## src/rtl/led_fx_pkg.sv

```systemverilog
// led_fx_pkg: shared types and constants for the LED effects driver.
//   mode_e      - effect mode encodings (also the FSM state encoding)
//   ADDR_*      - control register addresses on the fx bus
//   rotl16      - 16-bit rotate-left helper used by the marquee
package led_fx_pkg;

  localparam int LED_W     = 16;
  localparam int NUM_BANKS = 2;
  localparam int BANK_W    = LED_W / NUM_BANKS;

  typedef enum logic [1:0] {
    MODE_STATIC = 2'b00,
    MODE_BLINK  = 2'b01,
    MODE_SHIFT  = 2'b10,
    MODE_RSVD   = 2'b11
  } mode_e;

  localparam logic [1:0] ADDR_DUTY = 2'b01;
  localparam logic [1:0] ADDR_MASK = 2'b10;
  localparam logic [1:0] ADDR_MODE = 2'b11;

  function automatic logic [LED_W-1:0] rotl16(input logic [LED_W-1:0] v,
                                              input logic [3:0]       sh);
    logic [2*LED_W-1:0] w;
    w = {v, v} << sh;
    return w[2*LED_W-1:LED_W];
  endfunction

endpackage

```

## src/rtl/led_fx_if.sv

```systemverilog
// led_fx_if: control register write bus from the MMIO decoder.
//   fxcs    - chip select, a write happens on every edge it is high
//   fxaddr  - register select
//   fxwdata - write data
interface led_fx_if;
  logic        fxcs;
  logic [1:0]  fxaddr;
  logic [15:0] fxwdata;

  modport master (output fxcs, output fxaddr, output fxwdata);
  modport slave  (input  fxcs, input  fxaddr, input  fxwdata);
endinterface

```

## src/rtl/led_fx_tick.sv

```systemverilog
// led_fx_tick: effect tick divider.
//   i_clk/i_rst_n - clock, async active-low reset
//   i_clr         - synchronous clear of the divider (mode write)
//   o_tick        - high for the one cycle the count sits at TICK_DIV-1;
//                   suppressed when a clear lands in the same cycle
module led_fx_tick #(
  parameter int TICK_DIV = 11_500_000
) (
  input  logic i_clk,
  input  logic i_rst_n,
  input  logic i_clr,
  output logic o_tick
);
  localparam int          W    = (TICK_DIV > 1) ? $clog2(TICK_DIV) : 1;
  localparam logic [W-1:0] LAST = W'(TICK_DIV - 1);

  logic [W-1:0] r_cnt;
  logic         w_last;

  assign w_last = (r_cnt == LAST);
  assign o_tick = w_last && !i_clr;

  always_ff @(posedge i_clk or negedge i_rst_n) begin
    if (!i_rst_n)              r_cnt <= '0;
    else if (i_clr || w_last)  r_cnt <= '0;
    else                       r_cnt <= r_cnt + W'(1);
  end
endmodule

```

## src/rtl/led_fx_driver.sv

```systemverilog
// led_fx_driver: applies per-bank PWM dimming, masked blinking or a rotating
// marquee to the CPU-latched LED value.
//   led_clk/ledrst - clock, async active-low reset
//   ledin          - value held by the LED output register
//   fx_bus         - control register writes (duty, blink mask, mode)
//   led_pin        - registered board LED drive
//   fx_mode        - current mode, for readback
module led_fx_driver
  import led_fx_pkg::*;
#(
  parameter int PWM_BITS = 4,
  parameter int TICK_DIV = 11_500_000
) (
  input  logic             led_clk,
  input  logic             ledrst,
  input  logic [LED_W-1:0] ledin,
  led_fx_if.slave          fx_bus,
  output logic [LED_W-1:0] led_pin,
  output logic [1:0]       fx_mode
);

  logic w_wr_duty, w_wr_mask, w_wr_mode, w_tick;
  mode_e r_mode, w_mode_nxt;

  logic [NUM_BANKS-1:0][PWM_BITS-1:0] r_duty;
  logic [PWM_BITS-1:0]                r_pwmcnt;
  logic [LED_W-1:0]                   r_mask, r_led_pin, w_base, w_gate;
  logic [3:0]                         r_offset;
  logic                               r_phase;
  logic [NUM_BANKS-1:0]               w_bank_on;

  assign w_wr_duty = fx_bus.fxcs && (fx_bus.fxaddr == ADDR_DUTY);
  assign w_wr_mask = fx_bus.fxcs && (fx_bus.fxaddr == ADDR_MASK);
  assign w_wr_mode = fx_bus.fxcs && (fx_bus.fxaddr == ADDR_MODE);

  // Mode write clears the divider, so a tick colliding with it is dropped.
  led_fx_tick #(.TICK_DIV(TICK_DIV)) u_tick (
    .i_clk   (led_clk),
    .i_rst_n (ledrst),
    .i_clr   (w_wr_mode),
    .o_tick  (w_tick)
  );

  // Mode FSM: only a mode register write moves it.
  always_ff @(posedge led_clk or negedge ledrst) begin
    if (!ledrst) r_mode <= MODE_STATIC;
    else         r_mode <= w_mode_nxt;
  end

  always_comb begin
    w_mode_nxt = r_mode;
    if (w_wr_mode) w_mode_nxt = mode_e'(fx_bus.fxwdata[1:0]);
  end

  // Reserved mode falls through to pass-through.
  always_comb begin
    w_base = ledin;
    case (r_mode)
      MODE_BLINK: w_base = ledin & ~(r_mask & {LED_W{~r_phase}});
      MODE_SHIFT: w_base = rotl16(ledin, r_offset);
      default:    w_base = ledin;
    endcase
  end

  // All-ones duty is forced fully on; otherwise lit while pwmcnt < duty.
  for (genvar g = 0; g < NUM_BANKS; g++) begin : g_bank
    assign w_bank_on[g] = (&r_duty[g]) || (r_pwmcnt < r_duty[g]);
    assign w_gate[g*BANK_W +: BANK_W] = {BANK_W{w_bank_on[g]}};
  end

  always_ff @(posedge led_clk or negedge ledrst) begin
    if (!ledrst) begin
      r_duty    <= '1;
      r_mask    <= '0;
      r_pwmcnt  <= '0;
      r_phase   <= 1'b1;
      r_offset  <= '0;
      r_led_pin <= '0;
    end else begin
      r_pwmcnt <= r_pwmcnt + PWM_BITS'(1);
      if (w_wr_duty)
        for (int b = 0; b < NUM_BANKS; b++)
          r_duty[b] <= fx_bus.fxwdata[b*PWM_BITS +: PWM_BITS];
      if (w_wr_mask) r_mask <= fx_bus.fxwdata;
      if (w_wr_mode) begin
        r_phase  <= 1'b1;
        r_offset <= '0;
      end else if (w_tick) begin
        if (r_mode == MODE_BLINK) r_phase  <= ~r_phase;
        if (r_mode == MODE_SHIFT) r_offset <= r_offset + 4'd1;
      end
      r_led_pin <= w_base & w_gate;
    end
  end

  assign led_pin = r_led_pin;
  assign fx_mode = r_mode;

endmodule

```

## src/flat_wrapper.sv

```systemverilog
// flat-port wrapper written by rule: the top's interface ports become plain ports
module led_fx_driver_flat import led_fx_pkg::*;
#(
  parameter int PWM_BITS = 4,
  parameter int TICK_DIV = 11_500_000
)
  (led_clk, ledrst, ledin, led_pin, fx_mode, fx_bus_fxcs, fx_bus_fxaddr, fx_bus_fxwdata);
  led_fx_if fx_bus_i ();
  input  logic led_clk;
  input  logic ledrst;
  input  logic [LED_W-1:0] ledin;
  output logic [LED_W-1:0] led_pin;
  output logic [1:0] fx_mode;
  input wire logic [$bits(fx_bus_i.fxcs)-1:0] fx_bus_fxcs;
  input wire logic [$bits(fx_bus_i.fxaddr)-1:0] fx_bus_fxaddr;
  input wire logic [$bits(fx_bus_i.fxwdata)-1:0] fx_bus_fxwdata;
  assign fx_bus_i.fxcs = fx_bus_fxcs;
  assign fx_bus_i.fxaddr = fx_bus_fxaddr;
  assign fx_bus_i.fxwdata = fx_bus_fxwdata;
  led_fx_driver #(.PWM_BITS(PWM_BITS), .TICK_DIV(TICK_DIV)) u_core (.led_clk(led_clk), .ledrst(ledrst), .ledin(ledin), .fx_bus(fx_bus_i), .led_pin(led_pin), .fx_mode(fx_mode));
endmodule
```

## config.mk

```make
export PLATFORM = sky130hd
export DESIGN_NAME = led_fx_driver_flat
export DESIGN_NICKNAME = d
export VERILOG_FILES = /design/src/rtl/led_fx_pkg.sv /design/src/rtl/led_fx_if.sv /design/src/rtl/led_fx_tick.sv /design/src/rtl/led_fx_driver.sv /design/src/flat_wrapper.sv
export SDC_FILE = /design/constraint.sdc
export NUM_CORES = 1
export LEC_CHECK = 0
export BUFFER_PORTS_ARGS = -buffer_cell sky130_fd_sc_hd__clkbuf_2
export CORE_MARGIN = 4
export CORE_UTILIZATION = 42
export CTS_CLUSTER_SIZE = 24
export DETAILED_ROUTE_END_ITERATION = 10
export GPL_TIMING_DRIVEN = 0
export PLACE_DENSITY = 0.69
export SETUP_SLACK_MARGIN = 0.1
export SLEW_MARGIN = 20
export SYNTH_ARGS = -nofsm -noshare
export SYNTH_HDL_FRONTEND = slang
export SYNTH_SLANG_ARGS = --single-unit
```

## constraint.sdc

```tcl
create_clock -name led_clk -period 2.1 [get_ports led_clk]
set_input_delay 0.315 -clock led_clk [delete_from_list [all_inputs] [get_ports led_clk]]
set_output_delay 0.315 -clock led_clk [all_outputs]
set_load 0.01 [all_outputs]
```

Word level (Yosys, flattened, before mapping) --
Cells that the tools add are included. W data, S select, Z words.
Operators by class: $add $sub $neg 3, order comparisons 2, equal/unequal tests 6, shift-type cells 1, multiplexer cells 8, bitwise logic cells 5, reductions and logical operators 15
Operator list (count):
- $and A16 B16 Y16 | 3
- $pmux W16 S2 | 1
- $shl A32 B4 Y32 | 1
- $add A24 B1 Y24 const B | 1
- $eq A24 B24 Y1 const B | 1
- $mux W24 | 1
- $not A16 Y16 | 1
- $mux W4 | 3
- $add A4 B1 Y4 const B | 2
- $lt A4 B4 Y1 | 2
- $reduce_and A4 Y1 | 2
- $eq A2 B2 Y1 const B | 3
- $reduce_bool A2 Y1 | 3
- $eq A2 B1 Y1 const B | 2
- $logic_and A1 B1 Y1 | 4
- $reduce_and A2 Y1 | 2
- $logic_or A1 B1 Y1 | 3
- $mux W1 | 3
- $logic_not A1 Y1 | 1
- $not A1 Y1 | 1
Storage, ports and cells: flip-flop bits (word level) 75, bits of input ports 37, output and inout bits 18, word-level logic and storage cells 49

Longest topological paths before layout --
Gate-level depths: netlist (run 1).
depth after elaboration 6, depth in mapped cells 9, gate-level depth less buffers 6

Modules after synthesis --
A second synthesis (run 1) with hierarchy kept.
Second synthesis, totals: cells, all modules 451, area total of the unflattened synthesis 4454.3 um2
By module, submodules not included:
- led_fx_driver | instances 1, cells an instance 320, area an instance 3196.8 um2, seq. area each 1287.5 um2
- led_fx_tick | instances 1, cells an instance 131, area an instance 1257.5 um2, seq. area each 600.6 um2

Worst setup path after synthesis (run 1) --
Ideal clock, no wire load.
path type register -> register, from register u_core.r_mode[0], in the netlist u_core.fx_mode[0], to register u_core.r_led_pin[12], in the netlist u_core.led_pin[12], setup time 77 ps, arrival time 1893 ps, data required time 2023 ps, setup slack 130 ps, stages on the path, launching flop included 10, path buffers 3, clock period less this slack 1970 ps, path through dfrtp_1 -> inv_1 -> ha_1 -> buf_2 -> or3b_2 -> clkbuf_2 -> buf_6 -> o22ai_1 -> a21oi_1 -> a21oi_1
Between the ends: cells in the longest elaborated chain, start to end 3, elaborated cells between the ends (all ways) 4, those cells by class eq/ne: 2; mux: 1; bitwise: 1
Ends and longest elaborated chain:
- start, declared | line led_fx_driver.sv:23 | mode_e r_mode, w_mode_nxt;
- start signal, assigned | line led_fx_driver.sv:47 | else r_mode <= w_mode_nxt;
- $eq A2 B2 Y1 or $eq A2 B1 Y1 (tied branches) | line led_fx_driver.sv:58 | case (r_mode)
- $pmux W16 S2 * | line led_fx_driver.sv:58
- $and A16 B16 Y16 * | line led_fx_driver.sv:92 | r_led_pin <= w_base & w_gate;
- end signal, assigned | line led_fx_driver.sv:92
- end, declared | line led_fx_driver.sv:27 | logic [LED_W-1:0] r_mask, r_led_pin, w_base, w_gate;
Every way passes the cells marked *; elsewhere a longest branch is shown, timed or not. A chain may end at the register's enable or synchronous reset.

Worst setup path after layout (run 1) --
from register u_core.r_offset[1], to register u_core.r_led_pin[11], in the netlist u_core.led_pin[11]
Between the ends: cells in the longest elaborated chain, start to end 3
Ends and longest elaborated chain:
- start, declared | line led_fx_driver.sv:28 | logic [3:0] r_offset;
- start signal, assigned | line led_fx_driver.sv:90 | if (r_mode == MODE_SHIFT) r_offset <= r_offset + 4'd1;
- $shl A32 B4 Y32 | line led_fx_pkg.sv:25 | w = {v, v} << sh;
- $pmux W16 S2 | line led_fx_driver.sv:58
- $and A16 B16 Y16 | line led_fx_driver.sv:92
No other way between the ends.

==> results of run 1 <==
cells by family (layout without fill, tap and decap cells):
logic type | Yosys count | in the layout | share of synthesized area, %
and+or+nand+nor | 103 | 103 | 13.6
DFF | 75 | 75 | 44.2
AOI/OAI and AO/OA | 75 | 75 | 10.7
adders and majority gates | 11 | 11 | 3.22
muxes | 57 | 57 | 18.9
xor gates and xnor gates | 26 | 26 | 5.33
buffers and inverters | 29 | 113 | 4.01
area by class of cell:
cell class / count / share of cell area [%]
Tap cell: 133 / 3.11
Timing Repair Buffer: 68 / 8.38
Sequential cell: 75 / 35.3
Clock inverter: 6 / 0.796
Buffer: 19 / 3.07
Inverter: 10 / 0.702
Clock buffer: 10 / 2.39
Multi-Input combinational cell: 272 / 46.3
worst paths after layout:
kind | endpoint | startpoint | depth (start not counted) | slack [ps]
worst max-delay path | u_core.led_pin[11]$_DFF_PN0_ | u_core.r_offset[1]$_DFFE_PN0P_ | 6 | 140
worst min-delay path | u_core.r_mask[9]$_DFFE_PN0P_ | fx_bus_fxwdata[9] | 2 | 190
worst max register to register | u_core.led_pin[11]$_DFF_PN0_ | u_core.r_offset[1]$_DFFE_PN0P_ | 6 | 140
worst min register to register | u_core.r_mask[11]$_DFFE_PN0P_ | u_core.r_mask[11]$_DFFE_PN0P_ | 1 | 520
max in group asynchronous | u_core.r_phase$_DFFE_PN1P_ | ledrst | 3 | 980
min in group asynchronous | u_core.r_mask[14]$_DFFE_PN0P_ | ledrst | 2 | 470
report_power, final:
| group | switching, W | leakage, nW | internal, W |
|---|---|---|---|
| registers | 0.000144 | 0.945 | 0.00169 |
| clock network | 0.000546 | 0.0822 | 0.000428 |
| logic | 0.000530 | 1.36 | 0.000506 |
| total | 0.00122 | 2.38 | 0.00262 |
registers in the layout, indices dropped and copies added, names as in the netlist:
signal               cells
u_core.r_duty            8
u_core.r_mask           16
u_core.r_offset          4
u_core.u_tick.r_cnt     24
u_core.led_pin          16
u_core.r_phase           1
u_core.r_pwmcnt          4
u_core.fx_mode           2
cells in the mapped netlist (7+ instances only):
| library cell | instances |
|---|---|
| a21o_1 | 22 |
| a21oi_1 | 32 |
| buf_2 | 7 |
| dfrtp_1 | 66 |
| dfstp_2 | 9 |
| ha_1 | 11 |
| inv_1 | 10 |
| mux2_2 | 24 |
| mux2i_1 | 17 |
| mux4_2 | 14 |
| nand2_1 | 10 |
| nand2b_1 | 18 |
| nand3_1 | 18 |
| nand4_1 | 8 |
| nor2_1 | 28 |
| o22ai_1 | 16 |
| xor2_1 | 21 |
through the flow:
step           util [%]  hold slack [ps]
2_1_floorplan         -             19.4
3_3_place_gp       47.9              479
3_5_place_dp       48.2              337
4_1_cts            51.2              173
5_1_grt            54.5              185
6_report           54.5              185
layer usage:
layer	track usage, %	share of wire (%)	vias to the layer above
met4	6.31	2.0	0
li1	-	-	1537
met3	3.37	6.3	20
met2	30.5	51	136
met1	22.6	40	1596
met5	0	0	-
timing repair:
item	CTS	global route
setup buffers	4	7
pin swaps	1	3
gates resized for setup	17	44
setup endpoints to repair	13	39
hold buffers	1	0
cloned	0	1
hold endpoints to repair	33	0
==> impl_results.md, run 1 <==
* Status: completed
* Initial Utilization at 43.5%
* Pwr/cell area at 718 nW/um^2
* Tot GR Track Use at 17.8%
* Area post-placement at 4730 sq um
* Setup-failing EPs final at 0
* Worst-path clk slew at 80 ps
* RSZ-0062 raised after global routing: yes
* Startpoint Class: flop
* Max VDD drop at between 0.3 and 0.4 mV
* Slowest cell on crit path: mux4_2
* Buf/Inv on CP at 1
* Worst skew pair latency at 360 ps
* Vias/cell at 5.55
* Row count at 36
* Crit path DAT at 2200 ps
* Critical path's top delay family: multiplexers
* Leading cell type in the layout, fill and taps excluded: dfrtp_1
* GP Congestion at just under 0.9
* Max-slew headroom at 53.2%
* Cells after DPL at 564
* Leakage at 2.38 nW
* Cells after synthesis at 376
* Global-route wire length before repair at 16300 microns
* Initial antenna violation count at 0
* Number of synthesized flops with an enable pin at 0
* DRT iter0 DRCs at 149
* I/O Pins at 55
* Post-synth top area share at 38.7%
* CP cell instances: buf_2 -> mux4_2 -> mux2i_2 -> o22ai_2 -> a21oi_2 -> a21oi_1
* Final Max Tran Viols at 0
* #FFs+latches synth at 75
* Main flop type after synthesis: dfrtp_1
* Area of the multi-input gates at 2470 sq um
* Ys async rst share at 100%
* Worst path max stage delay at 600 ps
* Vias in the first global route at roughly 3300
* DRC Markers at 0
* Grt ovf at 0
* Post-route clock skew at 10.6 ps
* Hold Crit Class: in2reg
* Final instance area at around 5300 sq um
* Crit. End Element: flop
* Most frequent cells in the layout: 66 x dfrtp_1, 54 x clkbuf_2, 28 x nor2_1, 24 x a21oi_1, 24 x mux2_2
* Final cell count without fillers at ~600
* Setup TNS at 0 ps
* Synth-to-Final Area Change at 25.2%
* Routed WL at 10300 microns
* Filler instances at 880
* Die Ht at 109 microns
* H-tree depth at 3
* Pin count of the biggest net entering global routing at 43
* Clk root buf: clkbuf_8
* Max Cap Violations at 0
* Final Critical Period at between 1500 and 2000 ps
* Die X at between 100 and 150 microns
* Diode count at 0
* Largest cells by area after synthesis: dfrtp_1 39%, mux4_2 7.4%, mux2_2 6.3%
* Fin nets at 503
* Overall Power at about 0.0038 W
* Yosys warns at 0
* Seq/Total Area, Yosys at 44.2%
* Via count at ~3300
* Required @ worst endpoint at 2340 ps
* Critical path class: reg2reg
* Longest Clk Path Bufs at 2
* Fmax achieved at 0.510 GHz
* Detail Route Antenna Nets at 0
* Num CTS Buffers at 9
* Final hold violation count at 0
* FF/Latch Area at about 1900 sq um
* CTS sink cnt at 75
* I/O Buffers at 54
* Synth unique cells at 38
* Die area at around 12000 sq um
* Pre-CTS WS at -73.2 ps
* Area leader, netlist: dfrtp_1
* Post-synthesis cell area at 4270 sq um
* Layout cells sized above 1 at 40.9%
* CTS tree: yes
* Syn nets at 424
* 1st-pass router iterations at 4
* Fin crit share at 93.4%
* Syn Area/Cell at 11.4 sq um
* Setup ws final at 139 ps
* Core area at between 9000 and 10000 sq um
* Worst-Margin Slew at 701 ps
* Hpwl dp at roughly 7300 microns
* Crit path max fanout at 9
* DR WL/cell at between 15 and 20 microns
Power figures use the tool's default switching activity.
==> run 2: changes to the inputs <==
- ABC_AREA: not set -> 1
- SKIP_LAST_GASP: not set -> 1
- TNS_END_PERCENT: not set -> 30
==> run 2 against run 1 <==
Against the previous run:
- wire length increased by 25%
- fmax decreased by 0.32%
- critical path depth unchanged
- via count increased by 33%
- total power increased by 31%
- register-to-register slack about the same
- final cell count increased by 34%
- cell area decreased by 2.4%
- sequential share of layout area increased by 0.88 points
- sequential power about the same
- largest cell class unchanged
==> impl_results.md, run 2 <==
* RSZ-0062 raised after global routing: yes
* Tot GR Track Use at 20.9% (+3.0 points)
* Seq pwr share at 36.9% (-11 points)
* Largest cells by area after synthesis: dfrtp_1 36%, nand3_1 15%, nand2_1 9.1%
* CTS tree: yes
* Grt met2 use at 29.9% (-0.60 points)
* Row count at 37 (+2.8%)
* Status: completed
* Layout cells sized above 1 at 19.2% (-22 points)
* GRT Max-Usage Layer: met1
* Area of the multi-input gates at 2290 sq um (-7.2%)
* Flop-to-flop setup slack at 130 ps (about the same)
* Longest Clk Path Bufs at 2 (unchanged)
* Largest register FFs at 24 (unchanged)
* Filler instances at 1038 (+18%)
* Fin crit share at 93.7% (+0.30 points)
* Leakage at 2.45 nW (+2.7%)
* Post-synthesis mux area share at 1.99% (-17 points)
* Critical path's top delay family: simple AND/OR/NAND/NOR gates
* Num CTS Buffers at 9 (unchanged)
* Detail Route Antenna Nets at 0 (unchanged)
* Crit path max fanout at 10 (+1)
* Fmax achieved at 0.508 GHz (-0.32%)
* Crit. End Element: flop
* Area share of fa/ha/maj cells after synthesis at 3.04% (-0.18 points)
* DRC Markers at 0 (unchanged)
* Vias in the first global route at 4096 (+22%)
* Routed WL at 12900 microns (+25%)
* Required @ worst endpoint at 2370 ps (+30 ps)
* Diode count at 0 (unchanged)
* Critical path class: reg2reg
* Reg with most FFs: u_core.u_tick.r_cnt
* Pin count of the biggest net entering global routing at 52 (+21%)
* Post-synthesis cell area at 4530 sq um (+5.9%)
* Pwr/cell area at 968 nW/um^2 (+35%)
* Number of synthesized flops with an enable pin at 0 (unchanged)
* I/O Buffers at 54 (unchanged)
* Grt ovf at 0 (unchanged)
* Buf/Inv on CP at 2 (+1)
* Hold Crit Class: in2reg
* Final Max Tran Viols at 0 (unchanged)
* Max VDD drop at 0.566 mV (+73%)
* Crit path DAT at 2230 ps (+30 ps)
* Post-synth top area share at 36.5% (-2.2 points)
* Setup TNS at 0 ps (unchanged)
* Sw Share at 40.0% (+8.2 points)
* FF/Latch Area at 1890 sq um (unchanged)
* Setup-failing EPs final at 0 (unchanged)
* Die Ht at 112 microns (+2.7%)
* Syn nets at 632 (+49%)
* H-tree depth at 3 (unchanged)
* Fin nets at 699 (+39%)
* 1st-pass router iterations at 6 (+2)
* GR Util met1 at 31.2% (+8.7 points)
* Leading cell type in the layout, fill and taps excluded: nand3_1
* Max-slew headroom at 61.6% (+8.4 points)
* Synth-to-Final Area Change at 15.3%
* Clock power frac at 22.8% (-2.6 points)
* Slowest cell on crit path: dfrtp_1
* Most frequent cells in the layout: 133 x nand3_1, 110 x nand2_1, 66 x dfrtp_1, 54 x clkbuf_2, 43 x inv_1
* Post-Synth XOR/XNOR Area at 2.32% (-3.0 points)
* Synth Area in Compound Gates at 9.37% (-1.3 points)
* GP Congestion at 1.04 (+20%)
* Core area at 10400 sq um (+6.1%)
* GRT met3 Usage at 4.62% (+1.2 points)
* Via count at 4389 (+33%)
* Final hold violation count at 0 (unchanged)
* Area leader, netlist: dfrtp_1
* Psw at 0.00202 W (+65%)
* Post-Synth Simple-Gate Area at 33.8% (+20 points)
* Top-count cell post-synth: nand3_1
* Cells after synthesis at 584 (+55%)
* Max Cap Violations at 0 (unchanged)
* Post-Route Utilization at 50.1% (-4.4 points)
* R2r worst-path depth at 6 (unchanged)
* Initial Utilization at 43.4% (-0.054 points)
* DRT iter0 DRCs at 530 (+260%)
* Startpoint Class: flop
* Initial antenna violation count at 0 (unchanged)
* Largest family of logic cells by synthesized area: simple AND/OR/NAND/NOR gates
* Ys async rst share at 100% (unchanged)
* Worst skew pair latency at 350 ps (about the same)
* Final Critical Period at 1970 ps (+6.29 ps)
* Commonest cells post-synth: 133 x nand3_1, 110 x nand2_1, 66 x dfrtp_1, 43 x inv_1, 42 x nor2_1
* DR WL/cell at 16.3 microns (-6.4%)
* Vias/cell at 5.54 (about the same)
* Seq/Total Area, Yosys at 41.7% (-2.5 points)
* Hold path cells at 2 (unchanged)
* CTS sink cnt at 75 (unchanged)
* Synth unique cells at 35 (-7.9%)
* Global-route wire length before repair at 21000 microns (+29%)
* Clk root buf: clkbuf_8
* Worst-Margin Slew at 573 ps (-129 ps)
* I/O Pins at 55 (unchanged)
* Worst path max stage delay at 400 ps (-200 ps)
* Die X at 112 microns (+2.7%)
* Die area at 12500 sq um (+5.5%)
* Main flop type after synthesis: dfrtp_1
* Pint at 0.00303 W (+16%)
* Comb power frac at 40.3% (+13 points)
* Hpwl dp at 9760 microns (+34%)
* Syn Area/Cell at 7.75 sq um (-32%)
* Worst-path clk slew at 90 ps (about the same)
* CP Depth at 6 (unchanged)
* Post-route clock skew at 11.9 ps (+1.28 ps)
* Yosys warns at 0 (unchanged)
* #FFs+latches synth at 75 (unchanged)
* CP cell instances: inv_1 -> ha_1 -> nor2_2 -> buf_2 -> nand3_1 -> a21oi_1
## run 2: worst paths after layout
kind | end | startpoint
setup reg to reg | u_core.led_pin[6]$_DFF_PN0_ | u_core.fx_mode[0]$_DFFE_PN0P_
min in group asynchronous | u_core.led_pin[1]$_DFF_PN0_ | ledrst
setup / recovery | u_core.led_pin[6]$_DFF_PN0_ | u_core.fx_mode[0]$_DFFE_PN0P_
hold / removal | u_core.r_mask[10]$_DFFE_PN0P_ | fx_bus_fxwdata[10]
max in group asynchronous | u_core.r_duty[6]$_DFFE_PN1P_ | ledrst
hold reg to reg | u_core.r_duty[1]$_DFFE_PN1P_ | u_core.r_duty[1]$_DFFE_PN1P_
## run 2: area by class of cell
cell class | instances | area share (%)
plain buffers | 23 | 3.33
well taps | 136 | 3.26
multi-input cells | 439 | 44.0
clock buffers | 12 | 2.97
repair buffers | 56 | 5.95
inverters | 47 | 3.38
flip-flops and latches | 75 | 36.2
clock inverters | 4 | 0.935
## run 2: timing repair
item                                    in CTS  in global routing
hold buffers                                 1                  0
setup buffers                                0                  0
endpoints found under the hold margin       24                  0
gates resized for setup                      2                  2
endpoints found under the setup margin      10                  8
## run 2: cell families (layout without fill, tap and decap cells)
group,Yosys count,after routing
buffers and inverters,70,142
AO/OA/AOI/OAI,80,80
XOR/XNOR,12,12
multiplexers,8,8
AND/OR/NAND/NOR,328,328
adder cells (fa/ha/maj),11,11
flip-flops,75,75
## run 2: power by group through the flow
stage	logic [W]	registers [W]	clock network (W)
global route	0.00225	0.00189	0.00123
floorplan	0.00134	0.00190	0
global placement	0.00196	0.00188	0
CTS	0.00198	0.00186	0.00117
detailed placement	0.00196	0.00189	0
finish	0.00204	0.00186	0.00115
## run 2: metal layers
layer	share of wire (%)	wire, microns	vias to the layer above
met5	0	0	-
met4	1.9	248	0
met3	9.1	1180	29
met2	43	5550	225
met1	46	5920	2030
li1	-	-	2105
## run 2: per-stage QoR
| step | hold WS [ps] | total power (W) | area [sq um] | setup slack, ps | instances |
|---|---|---|---|---|---|
| finish | 188 | 0.00505 | 5220 | 133 | 792 |
| global placement | 473 | 0.00383 | 4970 | 37.6 | 774 |
| detailed placement | 278 | 0.00385 | 5000 | 15.1 | 775 |
| CTS | 178 | 0.00501 | 5220 | 182 | 792 |
| floorplan | 19.4 | 0.00324 | 4530 | 495 | 584 |
| global route | 175 | 0.00537 | 5220 | 53.2 | 792 |
==> run 3: changes to the inputs <==
- RECOVER_POWER: not set -> 50
==> run 3 against run 2 <==
Against the previous run:
- die area is the same
- largest cell class unchanged
- final cell count stayed put
- critical endpoint unchanged
- total power fell by 0.31%
- count of clock-buffer cells in the layout stayed put
- worst setup slack improved by 2.0 ps
==> impl_results.md, run 3 (synthesis results as in run 2) <==
* Status: completed
* Slowest cell on crit path: dfrtp_1
* Routed WL at 12800 microns (-0.39%)
* DR WL/cell at 16.2 microns (-0.39%)
* Worst skew pair latency at 350 ps (about the same)
* Startpoint Class: flop
* CTS sink cnt at 75 (unchanged)
* Final hold violation count at 0 (unchanged)
* R2r worst-path depth at 6 (unchanged)
* Worst-path clk slew at 80 ps (about the same)
* Flop-to-flop setup slack at 140 ps (about the same)
* 1st-pass router iterations at 5 (-1)
* Crit path max fanout at 10 (unchanged)
* Pin count of the biggest net entering global routing at 52 (unchanged)
* Crit path DAT at 2230 ps (about the same)
* Tot GR Track Use at 20.9% (unchanged)
* Hold Crit Class: in2reg
* DRT iter0 DRCs at 530 (unchanged)
* Critical path class: reg2reg
* Detail Route Antenna Nets at 0 (unchanged)
* Pwr/cell area at 967 nW/um^2 (about the same)
* CTS tree: yes
* Max-slew headroom at 6.96% (-55 points)
* H-tree depth at 3 (unchanged)
* Synth-to-Final Area Change at 15.0%
* Leakage at 2.44 nW (-0.46%)
* Largest register FFs at 24 (unchanged)
* Area of the multi-input gates at 2290 sq um (unchanged)
* DRC Markers at 0 (unchanged)
* Row count at 37 (unchanged)
* Fin nets at 699 (unchanged)
* I/O Buffers at 54 (unchanged)
* FF/Latch Area at 1890 sq um (unchanged)
* Cells after DPL at 775 (unchanged)
* Setup crit start: u_core.fx_mode[0]$_DFFE_PN0P_
* Die X at 112 microns (unchanged)
* Most frequent cells in the layout: 133 x nand3_1, 110 x nand2_1, 66 x dfrtp_1, 53 x clkbuf_2, 43 x inv_1
* Num CTS Buffers at 9 (unchanged)
* Final Max Tran Viols at 0 (unchanged)
* Die area at 12500 sq um (unchanged)
* Leading cell type in the layout, fill and taps excluded: nand3_1
* Post-route clock skew at 10.5 ps (-1.43 ps)
* Setup TNS at 0 ps (unchanged)
* Initial antenna violation count at 0 (unchanged)
* Final Critical Period at 1960 ps (-1.95 ps)
* Diode count at 0 (unchanged)
* Final cell count without fillers at 792 (unchanged)
* Setup ws final at 135 ps (+1.95 ps)
* Setup-failing EPs final at 0 (unchanged)
* Longest Clk Path Bufs at 2 (unchanged)
* Clk root buf: clkbuf_8
* Required @ worst endpoint at 2360 ps (about the same)
* GP Congestion at 1.04 (unchanged)
* Reg with most FFs: u_core.u_tick.r_cnt
* Filler instances at 1043 (+0.48%)
* Pre-CTS WS at 15.1 ps (unchanged)
* Max VDD drop at 0.565 mV (about the same)
* Global-route wire length before repair at 21000 microns (unchanged)
* Fin crit share at 93.6% (about the same)
* Layout cells sized above 1 at 18.8% (-0.46 points)
* Crit. End Element: flop
* Via count at 4374 (-0.34%)
* Hpwl dp at 9760 microns (unchanged)
* Initial Utilization at 43.4% (unchanged)
* Core area at 10400 sq um (unchanged)
* Die Ht at 112 microns (unchanged)
* Worst R2R Start: u_core.fx_mode[0]$_DFFE_PN0P_
* Grt ovf at 0 (unchanged)
* Vias/cell at 5.52 (-0.34%)
* Worst Setup EP: u_core.led_pin[6]$_DFF_PN0_
* Worst path max stage delay at 400 ps (about the same)
* Fmax achieved at 0.509 GHz (about the same)
* Vias in the first global route at 4096 (unchanged)
* Worst-Margin Slew at 1400 ps (+823 ps)
* CP cell instances: inv_1 -> ha_1 -> nor2_2 -> buf_2 -> nand3_1 -> a21oi_1
* Max Cap Violations at 0 (unchanged)
* RSZ-0062 raised after global routing: yes
* Reg2Reg Capture Point: u_core.led_pin[6]$_DFF_PN0_
* I/O Pins at 55 (unchanged)
## run 3: repair_timing
action / CTS / global route
buffers inserted: 0 / 0
hold buffers: 1 / 0
endpoints found under the hold margin: 24 / 0
setup endpoints to repair: 10 / 8
gates resized for setup: 2 / 2
## run 3: area by class of cell
cell class | count | share of cell area, %
Clock inverter | 4 | 0.938
Sequential cell | 75 | 36.3
Inverter | 47 | 3.39
Buffer | 23 | 3.20
Multi-Input combinational cell | 439 | 44.1
Tap cell | 136 | 3.27
Timing Repair Buffer | 56 | 5.87
Clock buffer | 12 | 2.98
## run 3: worst min path at each step
stage	to	depth (start not counted)	from
2_1_floorplan	u_core.fx_mode[0]$_DFFE_PN0P_	0	ledrst
3_3_place_gp	u_core.r_phase$_DFFE_PN1P_	2	u_core.r_phase$_DFFE_PN1P_
3_5_place_dp	u_core.u_tick.r_cnt[15]$_DFF_PN0_	1	ledrst
4_1_cts	u_core.r_mask[10]$_DFFE_PN0P_	2	fx_bus_fxwdata[10]
5_1_grt	u_core.r_mask[10]$_DFFE_PN0P_	2	fx_bus_fxwdata[10]
6_report	u_core.r_mask[10]$_DFFE_PN0P_	2	fx_bus_fxwdata[10]
## run 3: worst max-delay path: cells and delay by family, from the launching register on
kind,cells,cell delay (ps)
flip-flops,1,400
adder cells (fa/ha/maj),1,400
AND/OR/NAND/NOR,2,510
buffers and inverters,2,370
AO/OA/AOI/OAI,1,210
## run 3: stage by stage
| stage | instance area (sq um) | utilization, % | hold WS (ps) | total power, W |
|---|---|---|---|---|
| floorplan | 4530 | - | 19.4 | 0.00324 |
| global placement | 4970 | 47.7 | 473 | 0.00383 |
| detailed placement | 5000 | 48.0 | 278 | 0.00385 |
| CTS | 5220 | 50.1 | 178 | 0.00501 |
| global route | 5200 | 50.0 | 175 | 0.00537 |
| finish | 5200 | 50.0 | 190 | 0.00503 |
## run 3: where the power goes
part           total (W)  leakage [nW]  internal, W  switching (W)
clock network    0.00115         0.106     0.000613       0.000536
logic            0.00202          1.38     0.000715        0.00131
registers        0.00186         0.949      0.00170       0.000160
total            0.00503          2.44      0.00303        0.00200
## run 3: metal layers
layer | global-route usage [%] | share of wire [%] | vias up
li1 | - | - | 2106
met1 | 31.2 | 46 | 2028
met2 | 29.9 | 43 | 216
met3 | 4.62 | 8.8 | 24
met4 | 6.57 | 1.9 | 0
met5 | 0 | 0 | -
